===== config.mk =====
export PLATFORM = sky130hd
export DESIGN_NAME = fetch_ctrl
export DESIGN_NICKNAME = d
export VERILOG_FILES = /design/src/rtl/fetch_ctrl.sv
export SDC_FILE = /design/constraint.sdc
export NUM_CORES = 1
export LEC_CHECK = 0
export BUFFER_PORTS_ARGS = -buffer_cell sky130_fd_sc_hd__buf_2
export CAP_MARGIN = 20
export CORE_UTILIZATION = 40
export DETAILED_ROUTE_END_ITERATION = 10
export GPL_TIMING_DRIVEN = 0
export PLACE_DENSITY_LB_ADDON = 0.1
export REMOVE_ABC_BUFFERS = 1
export SLEW_MARGIN = 15
export SYNTH_ARGS = -nofsm -noshare
export SYNTH_HDL_FRONTEND = slang
export SYNTH_SLANG_ARGS = --single-unit

===== constraint.sdc =====
create_clock -name clk -period 2.34 [get_ports clk]
set_clock_uncertainty 0.05 [all_clocks]
set_input_delay 0.117 -clock clk [delete_from_list [all_inputs] [get_ports clk]]
set_output_delay 0.117 -clock clk [all_outputs]
set_load 0.02 [all_outputs]

===== src/rtl/fetch_ctrl.sv =====
// Fetch-stage PC controller: boot sequencing, sequential/redirect PC selection,
// and deferral of redirects that arrive while the pipeline is stalled.
module fetch_ctrl #(
  parameter logic [31:0] RESET_PC = 32'h4000_0000
) (
  input  logic        clk,
  input  logic        rst,
  input  logic        stall,
  input  logic [1:0]  pc_sel,
  input  logic [31:0] jal_target,
  input  logic [31:0] alu_target,
  output logic [31:0] imem_addr,
  output logic [31:0] pc_if,
  output logic [31:0] pc_id,
  output logic        id_valid,
  output logic        flush_id,
  output logic        sel_err,
  output logic [31:0] redirect_cnt
);

  typedef enum logic [1:0] {
    BOOT = 2'd0,
    RUN  = 2'd1,
    PEND = 2'd2
  } state_t;

  state_t      state, state_nxt;
  logic [31:0] pend_target, pend_target_nxt;
  logic [31:0] pc_if_nxt, pc_id_nxt, redirect_cnt_nxt;
  logic        id_valid_nxt, sel_err_nxt;
  logic [31:0] seq_pc, sel_target;
  logic        is_redirect;

  assign seq_pc      = pc_if + 32'd4;
  assign is_redirect = (pc_sel == 2'b01) || (pc_sel == 2'b10);
  assign sel_target  = (pc_sel == 2'b01) ? {jal_target[31:2], 2'b00}
                                         : {alu_target[31:2], 2'b00};

  always_comb begin
    state_nxt        = state;
    pend_target_nxt  = pend_target;
    pc_if_nxt        = pc_if;
    pc_id_nxt        = pc_id;
    id_valid_nxt     = id_valid;
    sel_err_nxt      = sel_err;
    redirect_cnt_nxt = redirect_cnt;
    imem_addr        = RESET_PC;
    flush_id         = 1'b0;

    unique case (state)
      BOOT: begin
        if (!stall) begin
          pc_if_nxt    = RESET_PC;
          id_valid_nxt = 1'b0;
          state_nxt    = RUN;
        end
      end
      RUN: begin
        if (pc_sel == 2'b11) sel_err_nxt = 1'b1;
        if (stall) begin
          imem_addr = pc_if;
          if (is_redirect) begin
            pend_target_nxt = sel_target;
            state_nxt       = PEND;
          end
        end else if (is_redirect) begin
          imem_addr        = sel_target;
          flush_id         = 1'b1;
          pc_if_nxt        = sel_target;
          pc_id_nxt        = pc_if;
          id_valid_nxt     = 1'b0;
          redirect_cnt_nxt = redirect_cnt + 32'd1;
        end else begin
          imem_addr    = seq_pc;
          pc_if_nxt    = seq_pc;
          pc_id_nxt    = pc_if;
          id_valid_nxt = 1'b1;
        end
      end
      PEND: begin
        // pc_sel is ignored here; the latched target is the only redirect source
        if (stall) begin
          imem_addr = pc_if;
        end else begin
          imem_addr        = pend_target;
          flush_id         = 1'b1;
          pc_if_nxt        = pend_target;
          pc_id_nxt        = pc_if;
          id_valid_nxt     = 1'b0;
          redirect_cnt_nxt = redirect_cnt + 32'd1;
          pend_target_nxt  = '0;
          state_nxt        = RUN;
        end
      end
      default: state_nxt = BOOT;
    endcase

    if (rst) begin
      imem_addr = RESET_PC;
      flush_id  = 1'b0;
    end
  end

  always_ff @(posedge clk) begin
    if (rst) begin
      state        <= BOOT;
      pc_if        <= RESET_PC;
      pc_id        <= '0;
      id_valid     <= 1'b0;
      pend_target  <= '0;
      sel_err      <= 1'b0;
      redirect_cnt <= '0;
    end else begin
      state        <= state_nxt;
      pc_if        <= pc_if_nxt;
      pc_id        <= pc_id_nxt;
      id_valid     <= id_valid_nxt;
      pend_target  <= pend_target_nxt;
      sel_err      <= sel_err_nxt;
      redirect_cnt <= redirect_cnt_nxt;
    end
  end

endmodule


==> out/qor_table.md <==
| Metric | Reported | Unit |
| --- | --- | --- |
| Clk slew on worst S/H paths | 0.07 | ns |
| Largest fanout on the critical path | 5 | - |
| Library cells used by synthesis | 71 | - |
| Total via count after detailed routing | 8861 | - |
| Antenna violations before repair | 0 | - |
| Mapped Area | 7620 | µm² |
| CP Data Arrival Time | 2.35 | ns |
| Total power per unit cell area | 552 | nW/µm² |
| Final hold violation count | 0 | - |
| Highest-delay cell along the critical path | sky130_fd_sc_hd__or4_4 | - |
| Net count reported at finish | 1335 | - |
| Area fraction in and, or, nand and nor cells after synthesis | 0.249 | - |
| Pins over their slew limit | 0 | - |
| Worst R2R Start | state[1] | - |
| Residual antenna-violating net count after detailed routing | 0 | - |
| CP Launch Type | flop | - |
| Flops & latches, synth | 130 | - |
| Critical Setup Path Class | reg -> out | - |
| Warnings, synthesis | 0 | - |
| Bufs and invs on worst path | 2 | - |
| Maximum VDD drop | 0.572 | mV |
| Post-route clock period utilization | 1.08 | - |
| Maximum number of pins on one net before global-route repair | 83 | - |
| Number of DRC markers after the initial detailed-route iteration | 711 | - |
| Combined global-route utilization of all metal layers | 0.286 | - |
| Synthesized-area fraction occupied by xor and xnor cells | 0.0333 | - |
| Worst hold start | rst | - |
| Drt total wl | 28.9 | mm |
| Number of clock buffers inserted by TritonCTS | 17 | - |
| Iteration count of the initial detailed-routing pass | 7 | - |
| Area Growth Syn to Fin | 48.6 | % |
| Worst setup margin | -0.181 | ns |
| Failing checks | setup timing | - |
| Seq/Total Area, Yosys | 0.341 | - |
| Total design power | 0.00626 | W |
| Flip-flop cell with the highest count after synthesis | sky130_fd_sc_hd__dfxtp_1 | - |
| Cell types occupying the most area after synthesis | sky130_fd_sc_hd__dfxtp_1, sky130_fd_sc_hd__a21oi_1, sky130_fd_sc_hd__nand2_1 | - |
| TritonCTS Sinks | 130 | - |
| Starting density of the core | 0.408 | - |
| Total overflow reported by the global router | 0 | - |
| Placeable Area | 18700 | µm² |
| Routability Congestion | 0.790 | - |
| Vias in the first global route | 7857 | - |
| Total number of placement rows | 50 | - |
| IO Pins | 200 | - |
| Port Buffers | 195 | - |
| Ordered cell list for the critical path | nand4_1, buf_6, or4_4, o31ai_4, a21oi_2, nor3_2, buf_4 | - |
| Largest area contributor in the synthesized netlist | sky130_fd_sc_hd__dfxtp_1 | - |
| Synth top area share | 0.341 | - |
| LEAKAGE | 4.54 | nW |
| Clock tree from TritonCTS | built | - |
| Number of levels in the clock H-tree | 4 | - |
| Fraction of the mapped netlist area in compound gates | 0.252 | - |
| Clock latency of the later-clocked register in the worst-skew pair | 0.42 | ns |
| Final setup TNS | -1.37 | ns |
| Maximum number of buffers from clock root to sink | 2 | - |
| Setup violations, final | 22 | - |
| Path category of the worst min-delay check | in -> reg | - |
| Post-Place Worst Slack | -1.42 | ns |
| Highest clock rate | 0.397 | GHz |
| Post-DR wirelength/cell | 19.2 | µm |
| Detailed placer's ending HPWL | 16.8 | mm |
| Slowest stage delay, CP | 0.61 | ns |
| Avg Synthesized Cell Area | 7.53 | µm² |
| Max-Slew Margin vs Limit | 0.456 | - |
| Via density per instance | 5.89 | - |
| Root buf cell | sky130_fd_sc_hd__clkbuf_16 | - |
| Final Hold Slack | 0.0217 | ns |
| Worst setup startpoint | pc_if[8] | - |
| Global-route wire length before repair | 43.8 | mm |
| Status | finished, violations left | - |
| Number of maximum-capacitance violations | 0 | - |
| Full die area | 19600 | µm² |
| Post-synthesis mux area share | 0.0525 | - |
| Share of final-layout standard cells stronger than drive strength 1 | 0.398 | - |
| Width of the die | 140 | µm |
| Least-Margin Pin Slew | 0.815 | ns |
| Combinational family with the most area after synthesis | compound AO/OA/AOI/OAI gates | - |
| Number of standard cells after synthesis | 1012 | - |
| Required time of the worst setup path | 2.17 | ns |
| Die height | 140 | µm |
| Proportion of register bits with asynchronous set or reset after synthesis | 0 | - |
| Number of enable-type register cells in the synthesized netlist | 0 | - |
| Tmin final | 2.52 | ns |
| Diodes inserted | 0 | - |
| Critical path's top delay family | simple AND/OR/NAND/NOR gates | - |
| Setup repair after global routing missed its margin | true | - |
| Critical path capture point type | output pin | - |
| DRC Markers | 0 | - |
| Fraction of the mapped netlist area in adder cells | 0.0131 | - |
==> flip-flops by register name, summed over array words and instances, names as in the netlist <==
name / flops
state: 2
id_valid: 1
redirect_cnt: 32
pc_if: 32
pc_id: 32
sel_err: 1
pend_target: 30
==> metrics by stage <==
stage | util | cell area, µm² | std cells
after global placement | 0.457 | 8540 | 1354
after floorplan | - | 7270 | 925
after detailed placement | 0.471 | 8810 | 1364
after CTS | 0.569 | 10700 | 1474
final | 0.606 | 11300 | 1505
after global routing | 0.606 | 11300 | 1505
==> final timing paths <==
check                     endpoint  slack (ns)  cells past startpoint
setup / recovery     imem_addr[23]       -0.18                      7
hold / removal    redirect_cnt[10]        0.02                      2
setup reg to reg  redirect_cnt[31]       -0.08                      7
hold reg to reg          pc_id[25]        0.40                      2
==> synth_stat cells (6+ instances only) <==
| cell type | n |
|---|---|
| sky130_fd_sc_hd__nor2b_1 | 6 |
| sky130_fd_sc_hd__dfxtp_1 | 130 |
| sky130_fd_sc_hd__or3_1 | 15 |
| sky130_fd_sc_hd__a21o_1 | 10 |
| sky130_fd_sc_hd__and2_1 | 10 |
| sky130_fd_sc_hd__a21oi_1 | 122 |
| sky130_fd_sc_hd__mux2i_1 | 22 |
| sky130_fd_sc_hd__o2111ai_1 | 8 |
| sky130_fd_sc_hd__o31ai_1 | 7 |
| sky130_fd_sc_hd__or4_1 | 6 |
| sky130_fd_sc_hd__a221oi_1 | 6 |
| sky130_fd_sc_hd__ha_1 | 8 |
| sky130_fd_sc_hd__o21a_1 | 9 |
| sky130_fd_sc_hd__xor2_1 | 8 |
| sky130_fd_sc_hd__nand2b_1 | 11 |
| sky130_fd_sc_hd__a211oi_1 | 12 |
| sky130_fd_sc_hd__mux2_2 | 16 |
| sky130_fd_sc_hd__clkbuf_1 | 74 |
| sky130_fd_sc_hd__nand3_1 | 27 |
| sky130_fd_sc_hd__inv_1 | 24 |
| sky130_fd_sc_hd__o21ai_0 | 69 |
| sky130_fd_sc_hd__a31oi_1 | 10 |
| sky130_fd_sc_hd__nand2_1 | 114 |
| sky130_fd_sc_hd__nor4_1 | 13 |
| sky130_fd_sc_hd__nand4_1 | 15 |
| sky130_fd_sc_hd__nor3_1 | 37 |
| sky130_fd_sc_hd__xnor2_1 | 21 |
| sky130_fd_sc_hd__buf_1 | 7 |
| sky130_fd_sc_hd__nor3b_1 | 16 |
| sky130_fd_sc_hd__nor2_1 | 94 |
==> worst register-to-register path, stage by stage, from the launching register on <==
cell	delay, ns
sky130_fd_sc_hd__dfxtp_4	0.38
sky130_fd_sc_hd__inv_4	0.05
sky130_fd_sc_hd__ha_4	0.21
sky130_fd_sc_hd__a21oi_4	0.22
sky130_fd_sc_hd__o2111ai_4	0.18
sky130_fd_sc_hd__or4_4	0.62
sky130_fd_sc_hd__or4_4	0.49
sky130_fd_sc_hd__a21oi_1	0.14
==> repair_timing <==
action	in CTS	in global routing
pin swaps	41	52
cloned	4	1
endpoints found under the setup margin	148	79
setup buffers	75	33
hold buffers	0	0
resized for setup	154	102
==> where the power goes <==
group,internal [W],total (W),switching (W)
combinational,0.000439,0.00107,0.000635
sequential,0.00224,0.00230,0.0000538
clock,0.00179,0.00289,0.00109
total,0.00448,0.00626,0.00178
==> cells by family after synthesis <==
| logic type | Yosys count |
|---|---|
| muxes | 38 |
| DFF | 130 |
| AOI/OAI and AO/OA | 309 |
| and+or+nand+nor | 386 |
| xor gates and xnor gates | 29 |
| buffers and inverters | 112 |
| adders and majority gates | 8 |
==> cell type report <==
| class | instances | area, µm² |
|---|---|---|
| flip-flops and latches | 130 | 2710 |
| fillers | 1682 | 7380 |
| multi-input cells | 771 | 5280 |
| clock inverters | 15 | 208 |
| repair buffers | 312 | 2290 |
| clock buffers | 17 | 425 |
| inverters | 25 | 113 |
| well taps | 234 | 293 |
| repair inverters | 1 | 7.51 |
==> routing by layer <==
metal / part of all wire / routed length [µm] / vias to the layer above / GRT usage
met2: 0.46 / 13300 / 455 / 0.447
li1: - / - / 4169 / -
met3: 0.082 / 2370 / 33 / 0.0503
met5: 0 / 0 / - / 0
met1: 0.44 / 12800 / 4204 / 0.401
met4: 0.014 / 401 / 0 / 0.0821
==> cells in the final DEF, fill, tap and decap left out, types with 10 or more instances in the layout <==
cell type                   count
sky130_fd_sc_hd__a211oi_1      10
sky130_fd_sc_hd__a21o_1        10
sky130_fd_sc_hd__a21oi_1      111
sky130_fd_sc_hd__and2_1        10
sky130_fd_sc_hd__buf_2        173
sky130_fd_sc_hd__buf_4         88
sky130_fd_sc_hd__buf_6         34
sky130_fd_sc_hd__clkbuf_16     18
sky130_fd_sc_hd__dfxtp_1       97
sky130_fd_sc_hd__dfxtp_4       26
sky130_fd_sc_hd__inv_1         21
sky130_fd_sc_hd__mux2_2        16
sky130_fd_sc_hd__mux2i_1       21
sky130_fd_sc_hd__nand2_1      111
sky130_fd_sc_hd__nand3_1       18
sky130_fd_sc_hd__nand4_1       15
sky130_fd_sc_hd__nor2_1        87
sky130_fd_sc_hd__nor3_1        33
sky130_fd_sc_hd__nor3b_1       15
sky130_fd_sc_hd__o21ai_0       60
sky130_fd_sc_hd__or3_1         13
sky130_fd_sc_hd__xnor2_1       18
Note: power is estimated with default switching activity, not from simulation.
